--- src/rtl/sbox_pkg.sv ---
// Shared types and constants for the run-time inverse S-box builder.
package sbox_pkg;

    typedef enum logic [2:0] {
        ST_IDLE  = 3'd0,
        ST_BUILD = 3'd1,
        ST_CHECK = 3'd2,
        ST_READY = 3'd3,
        ST_ERR   = 3'd4
    } state_t;

    localparam int         TABLE_DEPTH = 256;
    localparam logic [7:0] LAST_IDX    = 8'hFF;

    // Known AES pairs: forward output -> inverse value (inv(TV_Qn) == TV_Rn).
    localparam logic [7:0] TV_Q0 = 8'h63;
    localparam logic [7:0] TV_R0 = 8'h00;
    localparam logic [7:0] TV_Q1 = 8'h7C;
    localparam logic [7:0] TV_R1 = 8'h01;
    localparam logic [7:0] TV_Q2 = 8'h16;
    localparam logic [7:0] TV_R2 = 8'hFF;
    localparam logic [7:0] TV_Q3 = 8'h52;
    localparam logic [7:0] TV_R3 = 8'h48;

endpackage

--- src/rtl/sbox_inv_ram.sv ---
// Simple dual-port table: one synchronous write, one registered read, no reset.
module sbox_inv_ram #(
    parameter int ADDR_W = 8,
    parameter int DATA_W = 8
) (
    input  logic              clk,
    input  logic              we,
    input  logic [ADDR_W-1:0] waddr,
    input  logic [DATA_W-1:0] wdata,
    input  logic              re,
    input  logic [ADDR_W-1:0] raddr,
    output logic [DATA_W-1:0] rdata
);

    localparam int DEPTH = 1 << ADDR_W;

    logic [DATA_W-1:0] mem [0:DEPTH-1];

    always_ff @(posedge clk) begin
        if (we) begin
            mem[waddr] <= wdata;
        end
    end

    // Read register only updates on an accepted query so the response holds under backpressure.
    always_ff @(posedge clk) begin
        if (re) begin
            rdata <= mem[raddr];
        end
    end

endmodule

--- src/rtl/sbox_inv_builder.sv ---
// Builds the inverse S-box by sweeping the forward lookup, checks bijectivity,
// then serves inverse lookups over a valid/ready handshake.
module sbox_inv_builder
    import sbox_pkg::*;
#(
    parameter int ADDR_W          = 8,
    parameter bit CHECK_BIJECTIVE = 1'b1
) (
    input  logic              clk,
    input  logic              rst,
    input  logic              start,
    output logic [ADDR_W-1:0] fwd_addr,
    input  logic [ADDR_W-1:0] fwd_data,
    output logic              busy,
    output logic              done,
    output logic              error,
    input  logic              q_valid,
    output logic              q_ready,
    input  logic [ADDR_W-1:0] q_addr,
    output logic              r_valid,
    input  logic              r_ready,
    output logic [ADDR_W-1:0] r_data
);

    localparam int                DEPTH = 1 << ADDR_W;
    localparam logic [ADDR_W-1:0] LAST  = ADDR_W'(LAST_IDX);

    state_t            state_reg;
    logic [ADDR_W-1:0] idx_reg;
    logic [DEPTH-1:0]  seen_reg;
    logic              dup_reg;
    logic              busy_reg;
    logic              done_reg;
    logic              error_reg;
    logic              r_valid_reg;
    logic [ADDR_W-1:0] ram_rdata;

    logic start_ok;
    logic build_wr;
    logic q_fire;

    assign start_ok = start && ((state_reg == ST_IDLE) ||
                                (state_reg == ST_READY) ||
                                (state_reg == ST_ERR));
    assign build_wr = (state_reg == ST_BUILD);
    assign q_ready  = (state_reg == ST_READY) && (!r_valid_reg || r_ready);
    assign q_fire   = q_valid && q_ready;

    assign fwd_addr = idx_reg;
    assign busy     = busy_reg;
    assign done     = done_reg;
    assign error    = error_reg;
    assign r_valid  = r_valid_reg;
    // RAM output is unreset; mask it so r_data reads 0 whenever no response is pending.
    assign r_data   = r_valid_reg ? ram_rdata : '0;

    // One seen flag per table entry, cleared at every build start.
    genvar gi;
    generate
        for (gi = 0; gi < DEPTH; gi++) begin : g_seen
            always_ff @(posedge clk) begin
                if (rst || start_ok) begin
                    seen_reg[gi] <= 1'b0;
                end else if (build_wr && (fwd_data == ADDR_W'(gi))) begin
                    seen_reg[gi] <= 1'b1;
                end
            end
        end
    endgenerate

    always_ff @(posedge clk) begin
        if (rst) begin
            state_reg   <= ST_IDLE;
            idx_reg     <= '0;
            dup_reg     <= 1'b0;
            busy_reg    <= 1'b0;
            done_reg    <= 1'b0;
            error_reg   <= 1'b0;
            r_valid_reg <= 1'b0;
        end else begin
            if (q_fire) begin
                r_valid_reg <= 1'b1;
            end else if (r_ready) begin
                r_valid_reg <= 1'b0;
            end

            case (state_reg)
                ST_IDLE, ST_READY, ST_ERR: begin
                    if (start_ok) begin
                        state_reg   <= ST_BUILD;
                        idx_reg     <= '0;
                        dup_reg     <= 1'b0;
                        busy_reg    <= 1'b1;
                        done_reg    <= 1'b0;
                        error_reg   <= 1'b0;
                        r_valid_reg <= 1'b0;
                    end
                end
                ST_BUILD: begin
                    if (seen_reg[fwd_data]) begin
                        dup_reg <= 1'b1;
                    end
                    if (idx_reg == LAST) begin
                        state_reg <= ST_CHECK;
                    end else begin
                        idx_reg <= idx_reg + 1'b1;
                    end
                end
                ST_CHECK: begin
                    busy_reg <= 1'b0;
                    if (CHECK_BIJECTIVE && dup_reg) begin
                        state_reg <= ST_ERR;
                        error_reg <= 1'b1;
                    end else begin
                        state_reg <= ST_READY;
                        done_reg  <= 1'b1;
                    end
                end
                default: begin
                    state_reg <= ST_IDLE;
                    busy_reg  <= 1'b0;
                    done_reg  <= 1'b0;
                    error_reg <= 1'b0;
                end
            endcase
        end
    end

    sbox_inv_ram #(
        .ADDR_W (ADDR_W),
        .DATA_W (ADDR_W)
    ) u_ram (
        .clk   (clk),
        .we    (build_wr),
        .waddr (fwd_data),
        .wdata (idx_reg),
        .re    (q_fire),
        .raddr (q_addr),
        .rdata (ram_rdata)
    );

endmodule

--- config.mk ---
export PLATFORM = sky130hd
export DESIGN_NAME = sbox_inv_builder
export DESIGN_NICKNAME = d
export VERILOG_FILES = /design/src/rtl/sbox_pkg.sv /design/src/rtl/sbox_inv_ram.sv /design/src/rtl/sbox_inv_builder.sv
export SDC_FILE = /design/constraint.sdc
export NUM_CORES = 2
export LEC_CHECK = 0
export CAP_MARGIN = 20
export CORE_MARGIN = 4
export CORE_UTILIZATION = 49
export CTS_BUF_LIST = sky130_fd_sc_hd__clkbuf_4
export CTS_CLUSTER_SIZE = 20
export DETAILED_ROUTE_END_ITERATION = 8
export PLACE_DENSITY = 0.64
export SYNTH_ARGS = -nofsm -noshare
export SYNTH_HDL_FRONTEND = slang
export SYNTH_HIERARCHICAL = 1
export SYNTH_SLANG_ARGS = --single-unit
--- constraint.sdc ---
create_clock -name clk -period 9.4 [get_ports clk]
set_input_delay 1.88 -clock clk [delete_from_list [all_inputs] [get_ports clk]]
set_output_delay 1.88 -clock clk [all_outputs]
set_load 0.005 [all_outputs]
Yosys cells after proc, flatten, opt, wreduce, memory -nomap -nowiden
Memory sizes are Yosys's and may differ from the RTL's. A register that Yosys moved wholly into a read port is not among the register bits.
Index checks and enable logic that the tools add are counted.
{"block": "classes", "addsub": 1, "mul": 0, "n_div": 0, "order_cmp": 1, "n_eq_ne": 266, "shift": 0, "n_mux": 25, "bitwise": 1, "n_reduce_logical": 274}
{"op": "equality test 8 bit, second input constant", "count": 129}
{"op": "equality test 8 x 7 -> 1 bit, second input constant", "count": 64}
{"op": "logical AND 1 bit", "count": 259}
{"op": "equality test 8 x 6 -> 1 bit, second input constant", "count": 32}
{"op": "equality test 8 x 5 -> 1 bit, second input constant", "count": 16}
{"op": "equality test 8 x 4 -> 1 bit, second input constant", "count": 8}
{"op": "equality test 8 x 3 -> 1 bit, second input constant", "count": 4}
{"op": "two-way mux 8 bit", "count": 3}
{"op": "equality test 8 x 2 -> 1 bit, second input constant", "count": 2}
{"op": "case mux 8 bit (2 select lines)", "count": 1}
{"op": "two-way mux 1 bit", "count": 12}
{"op": "AND reduction 3 bit", "count": 4}
{"op": "< comparator 8 x 9 -> 1 bit, second input constant", "count": 1}
{"op": "two-way mux 3 bit", "count": 3}
{"op": "case mux 3 bit (3 select lines)", "count": 1}
{"op": "adder 8 x 1 -> 8 bit, second input constant", "count": 1}
{"op": "binary-select mux 1 bit (select 8 bit)", "count": 1}
{"op": "equality test 8 x 1 -> 1 bit, second input constant", "count": 1}
{"op": "logical NOT 8 bit", "count": 1}
{"op": "!= test 2 bit, second input constant", "count": 4}
{"op": "equality test 3 x 2 -> 1 bit, second input constant", "count": 2}
{"op": "case mux 1 bit (3 select lines)", "count": 2}
{"op": "logical OR 1 bit", "count": 4}
{"op": "!= test 2 x 1 -> 1 bit, second input constant", "count": 2}
{"op": "9 further kinds", "count": 11}
{"block": "totals", "ff_bits": 272, "latch_bits": 0, "mem_bits_rw": 2048, "romBits": 0, "input_bits": 21, "output_inout_bits": 21, "memories": 1}
{"name": "u_ram.mem", "depth": 256, "width": 8, "rd": 1, "rd_ports_with_merged_regs": 1, "wr": 1, "line": "sbox_inv_ram.sv:17", "text": "logic [DATA_W-1:0] mem [0:DEPTH-1];"}

Depth between registers and ports, before layout
{"block": "logic_depth", "word_depth": 7, "mapped_depth": 12, "ltp_nobuf": 7}

Modules after synthesis
The synthesis kept the hierarchy.
{"mod": "sbox_inv_ram", "n_inst": 1, "cells_each": 3744, "area_per_inst_um2": 79947.9}
{"mod": "sbox_inv_builder", "n_inst": 1, "cells_each": 1196, "area_per_inst_um2": 11342.1}

Least setup slack after synthesis
No wires, ideal clock.
{"block": "synth_path", "kind": "register to output", "from": "reg idx_reg[2], in the netlist fwd_addr[2]", "to": "out fwd_addr[2]", "t_arrival_ns": 3.504, "t_required_ns": 7.520, "slack_ns": 4.016, "stages_incl_launch_ff": 1, "path_buffers": 0, "cell_sequence": "dfxtp_1"}
{"item": "start: declaration", "line": "sbox_inv_builder.sv:29", "text": "logic [ADDR_W-1:0] idx_reg;"}
{"item": "start signal: assignment", "line": "sbox_inv_builder.sv:106", "text": "idx_reg <= idx_reg + 1'b1;"}
{"item": "end: declaration", "line": "sbox_inv_builder.sv:12", "text": "output logic [ADDR_W-1:0] fwd_addr,"}
No word-level cell between the ends.

Worst setup path after layout
{"block": "layout_path", "from": "reg r_valid_reg, in the netlist r_valid", "to": "out r_data[2]"}
{"block": "layout_via", "elab_chain_cells": 1}
{"item": "start: declaration", "line": "sbox_inv_builder.sv:35", "text": "logic r_valid_reg;"}
{"item": "start signal: assignment", "line": "sbox_inv_builder.sv:79", "text": "r_valid_reg <= 1'b0;"}
{"item": "start signal: assignment", "line": "sbox_inv_builder.sv:82", "text": "r_valid_reg <= 1'b1;"}
{"item": "start signal: assignment", "line": "sbox_inv_builder.sv:84", "text": "r_valid_reg <= 1'b0;"}
{"item": "two-way mux 8 bit", "line": "sbox_inv_builder.sv:55", "text": "assign r_data = r_valid_reg ? ram_rdata : '0;"}
{"item": "end: declaration", "line": "sbox_inv_builder.sv:22", "text": "output logic [ADDR_W-1:0] r_data"}
Every way passes these cells.

==> qor.yml <==
status: "completed"
clk_latency_ns: 1.38
synth.distinct_cells: 81
clockPowerShare_pct: 41.0
num_vias: 50500
drtIter0Drc: 6075
first_global_vias: 50300
fin_cells: 8248
synth_ff_type: "edfxtp_1"
areaGrowthSynthToFinish_pct: 10.6
cts_setup_buffers: 0
period_needed_ns: 5.10
cts_resized: 0
arrival_ns: 3.22
grt_overflow: 0
fp.coreArea_um2: 185000
antenna_left: 0
worstPathRequired_ns: 7.52
path_class: "reg2out"
drive_above_1_share_pct: 27.5
cp-end-kind: "primary output"
grt_max_degree: 260
largest_reg_flops: 2048
p_int_uw: 15800
htreeDepth: 6
report.final.slew_viol_count: 0
finalCritPeriodShare_pct: 54.2
drv_cap: 0
hold_viol_final: 0
power_frac_seq_pct: 55.1
synth_cells: 4940
hold_path_class: "reg2reg"
synth_area_leaders: "edfxtp_1 (68%), mux4_2 (12%), dfxtp_1 (6.0%), nor2_1 (2.4%), mux2i_1 (2.0%)"
p_per_area_nw_per_um2: 201
antenna_found_initial: 10
drt_wl_total_mm: 235
syn_avg_cell_area_um2: 18.5
ys_seq_area_share_pct: 73.6
die-area_um2: 193000
nNetsFinal: 5396
r2r_slack_ns: 4.92
p_comb_share_pct: 3.9
clkTransAtPathRegs_ns: 0.06
synth_top_area_share_pct: 67.6
leakage_uw: 0.0348
place_inst: 7238
die_w_um: 440
cts_hold_buffers: 0
p_switching_uw: 4490
dp_hpwl_mm: 136
yosysTopAreaCell: "edfxtp_1"
cts_root_buf: "clkbuf_4"
wire_per_inst_um: 28.5
async_flop_share_pct: 0
drc: 0
setup_tns_ns: 0
gp_congestion: 0.830
post-route-util_pct: 54.4
ys_seq_elements: 2328
grt_pass1_wl_mm: 344
clock.fmax_ghz: 0.196
synth_area_um2: 91300
rsz0062_at_grt: "no"
io_buffers: 41
io_pins: 42
ir_drop_mv: 0.129
die_h_um: 440
clock-sinks: 2328
cts_tree: "done"
cp-start-kind: "register"
switching_share_pct: 22.1
firstDrtPassIters: 6
fin_worst_skew_ns: 0.0901
initial_utilization_pct: 49.2
viasPerCell: 6.12
cts_buffers: 604
rows: 158
relSlewSlack_pct: 3.06
path_max_fanout: 10
worst_slew_pin_slew_ns: 1.45
stdcell_area_um2: 101000
ys_warn_count: 6
grt_usage_pct: 24.3
finalSetupViolCount: 0
synth_fp_nets: 4962
placedInstanceArea_um2: 93600
synth_edf_count: 2056
clockBufferDepth: 4
==> routing by layer <==
layer  vias up  share of wire [%]  global-route usage, %
met5         -             0.0098                      0
met4         4                3.1                   8.65
met3       400                9.5                   6.05
met2      2679                 47                   36.9
met1     26200                 41                   34.6
li1      21200                  -                      -
==> final timing paths <==
kind | to | start | cells after the start
hold / removal | seen_reg[49]$_SDFFE_PP0P_ | seen_reg[49]$_SDFFE_PP0P_ | 2
setup reg to reg | u_ram/mem[58][5]$_DFFE_PP_ | state_reg[0]$_SDFFE_PP0P_ | 8
setup / recovery | r_data[2] | r_valid$_SDFF_PP0_ | 2
hold reg to reg | seen_reg[49]$_SDFFE_PP0P_ | seen_reg[49]$_SDFFE_PP0P_ | 2
==> final cells by class <==
class / count / area, um2
antenna: 15 / 37.5
clock buffer: 883 / 6630
clock inverter: 102 / 542
fill: 14700 / 84500
inverter: 10 / 37.5
multi-input combinational: 2275 / 22000
sequential: 2328 / 67200
tap: 2480 / 3100
timing repair buffer: 155 / 1410
==> synth_stat cells (all sizes together), types with 37 or more instances <==
cell       n
a21oi    305
a221oi    37
a22oi     95
buf      179
clkbuf   148
dfxtp    272
edfxtp  2056
mux2i    186
mux4     504
nand2    101
nor2     582
nor3      40
o22ai     59
==> layout by cell type (no fill, tap or decap), types with 36 or more instances in the layout <==
| cell type | count |
|---|---|
| a21oi_1 | 305 |
| a22oi_1 | 95 |
| buf_4 | 104 |
| clkbuf_4 | 883 |
| clkinv_1 | 70 |
| dfxtp_1 | 264 |
| edfxtp_1 | 2056 |
| mux2i_1 | 186 |
| mux4_1 | 36 |
| mux4_2 | 468 |
| nand2_1 | 101 |
| nor2_1 | 580 |
| o22ai_1 | 59 |
==> kinds of logic after synthesis <==
kind of cell             after synthesis  share of synthesized area [%]
flip-flops                          2328                           73.6
AND/OR/NAND/NOR                      887                           4.25
multiplexers                         697                           14.7
AO/OA/AOI/OAI                        686                           4.93
buffers and inverters                337                           2.47
XOR/XNOR                               4                         0.0384
adder cells (fa/ha/maj)                1                         0.0137
==> metrics by stage <==
step	setup WS [ns]	power [uW]	hold slack [ns]
after floorplan	4.02	11900	0.428
after global placement	3.57	12200	0.439
after detailed placement	3.55	12200	0.449
after CTS	4.17	20500	0.464
after global routing	4.22	21100	0.482
final	4.30	20300	0.458
==> worst max-delay path, stage by stage (launching register included) <==
cell,delay (ns)
dfxtp_1,0.85
and2_1,0.42
clkdlybuf4s50_1,0.58
==> power groups by stage <==
| stage | Combinational [uW] | Clock, uW | Sequential [uW] |
|---|---|---|---|
| final | 785 | 8310 | 11200 |
| after global routing | 823 | 9130 | 11200 |
| after CTS | 778 | 8540 | 11200 |
| after detailed placement | 778 | 0 | 11400 |
| after global placement | 771 | 0 | 11400 |
| after floorplan | 503 | 0 | 11400 |
(Power assumes the default switching activity.)
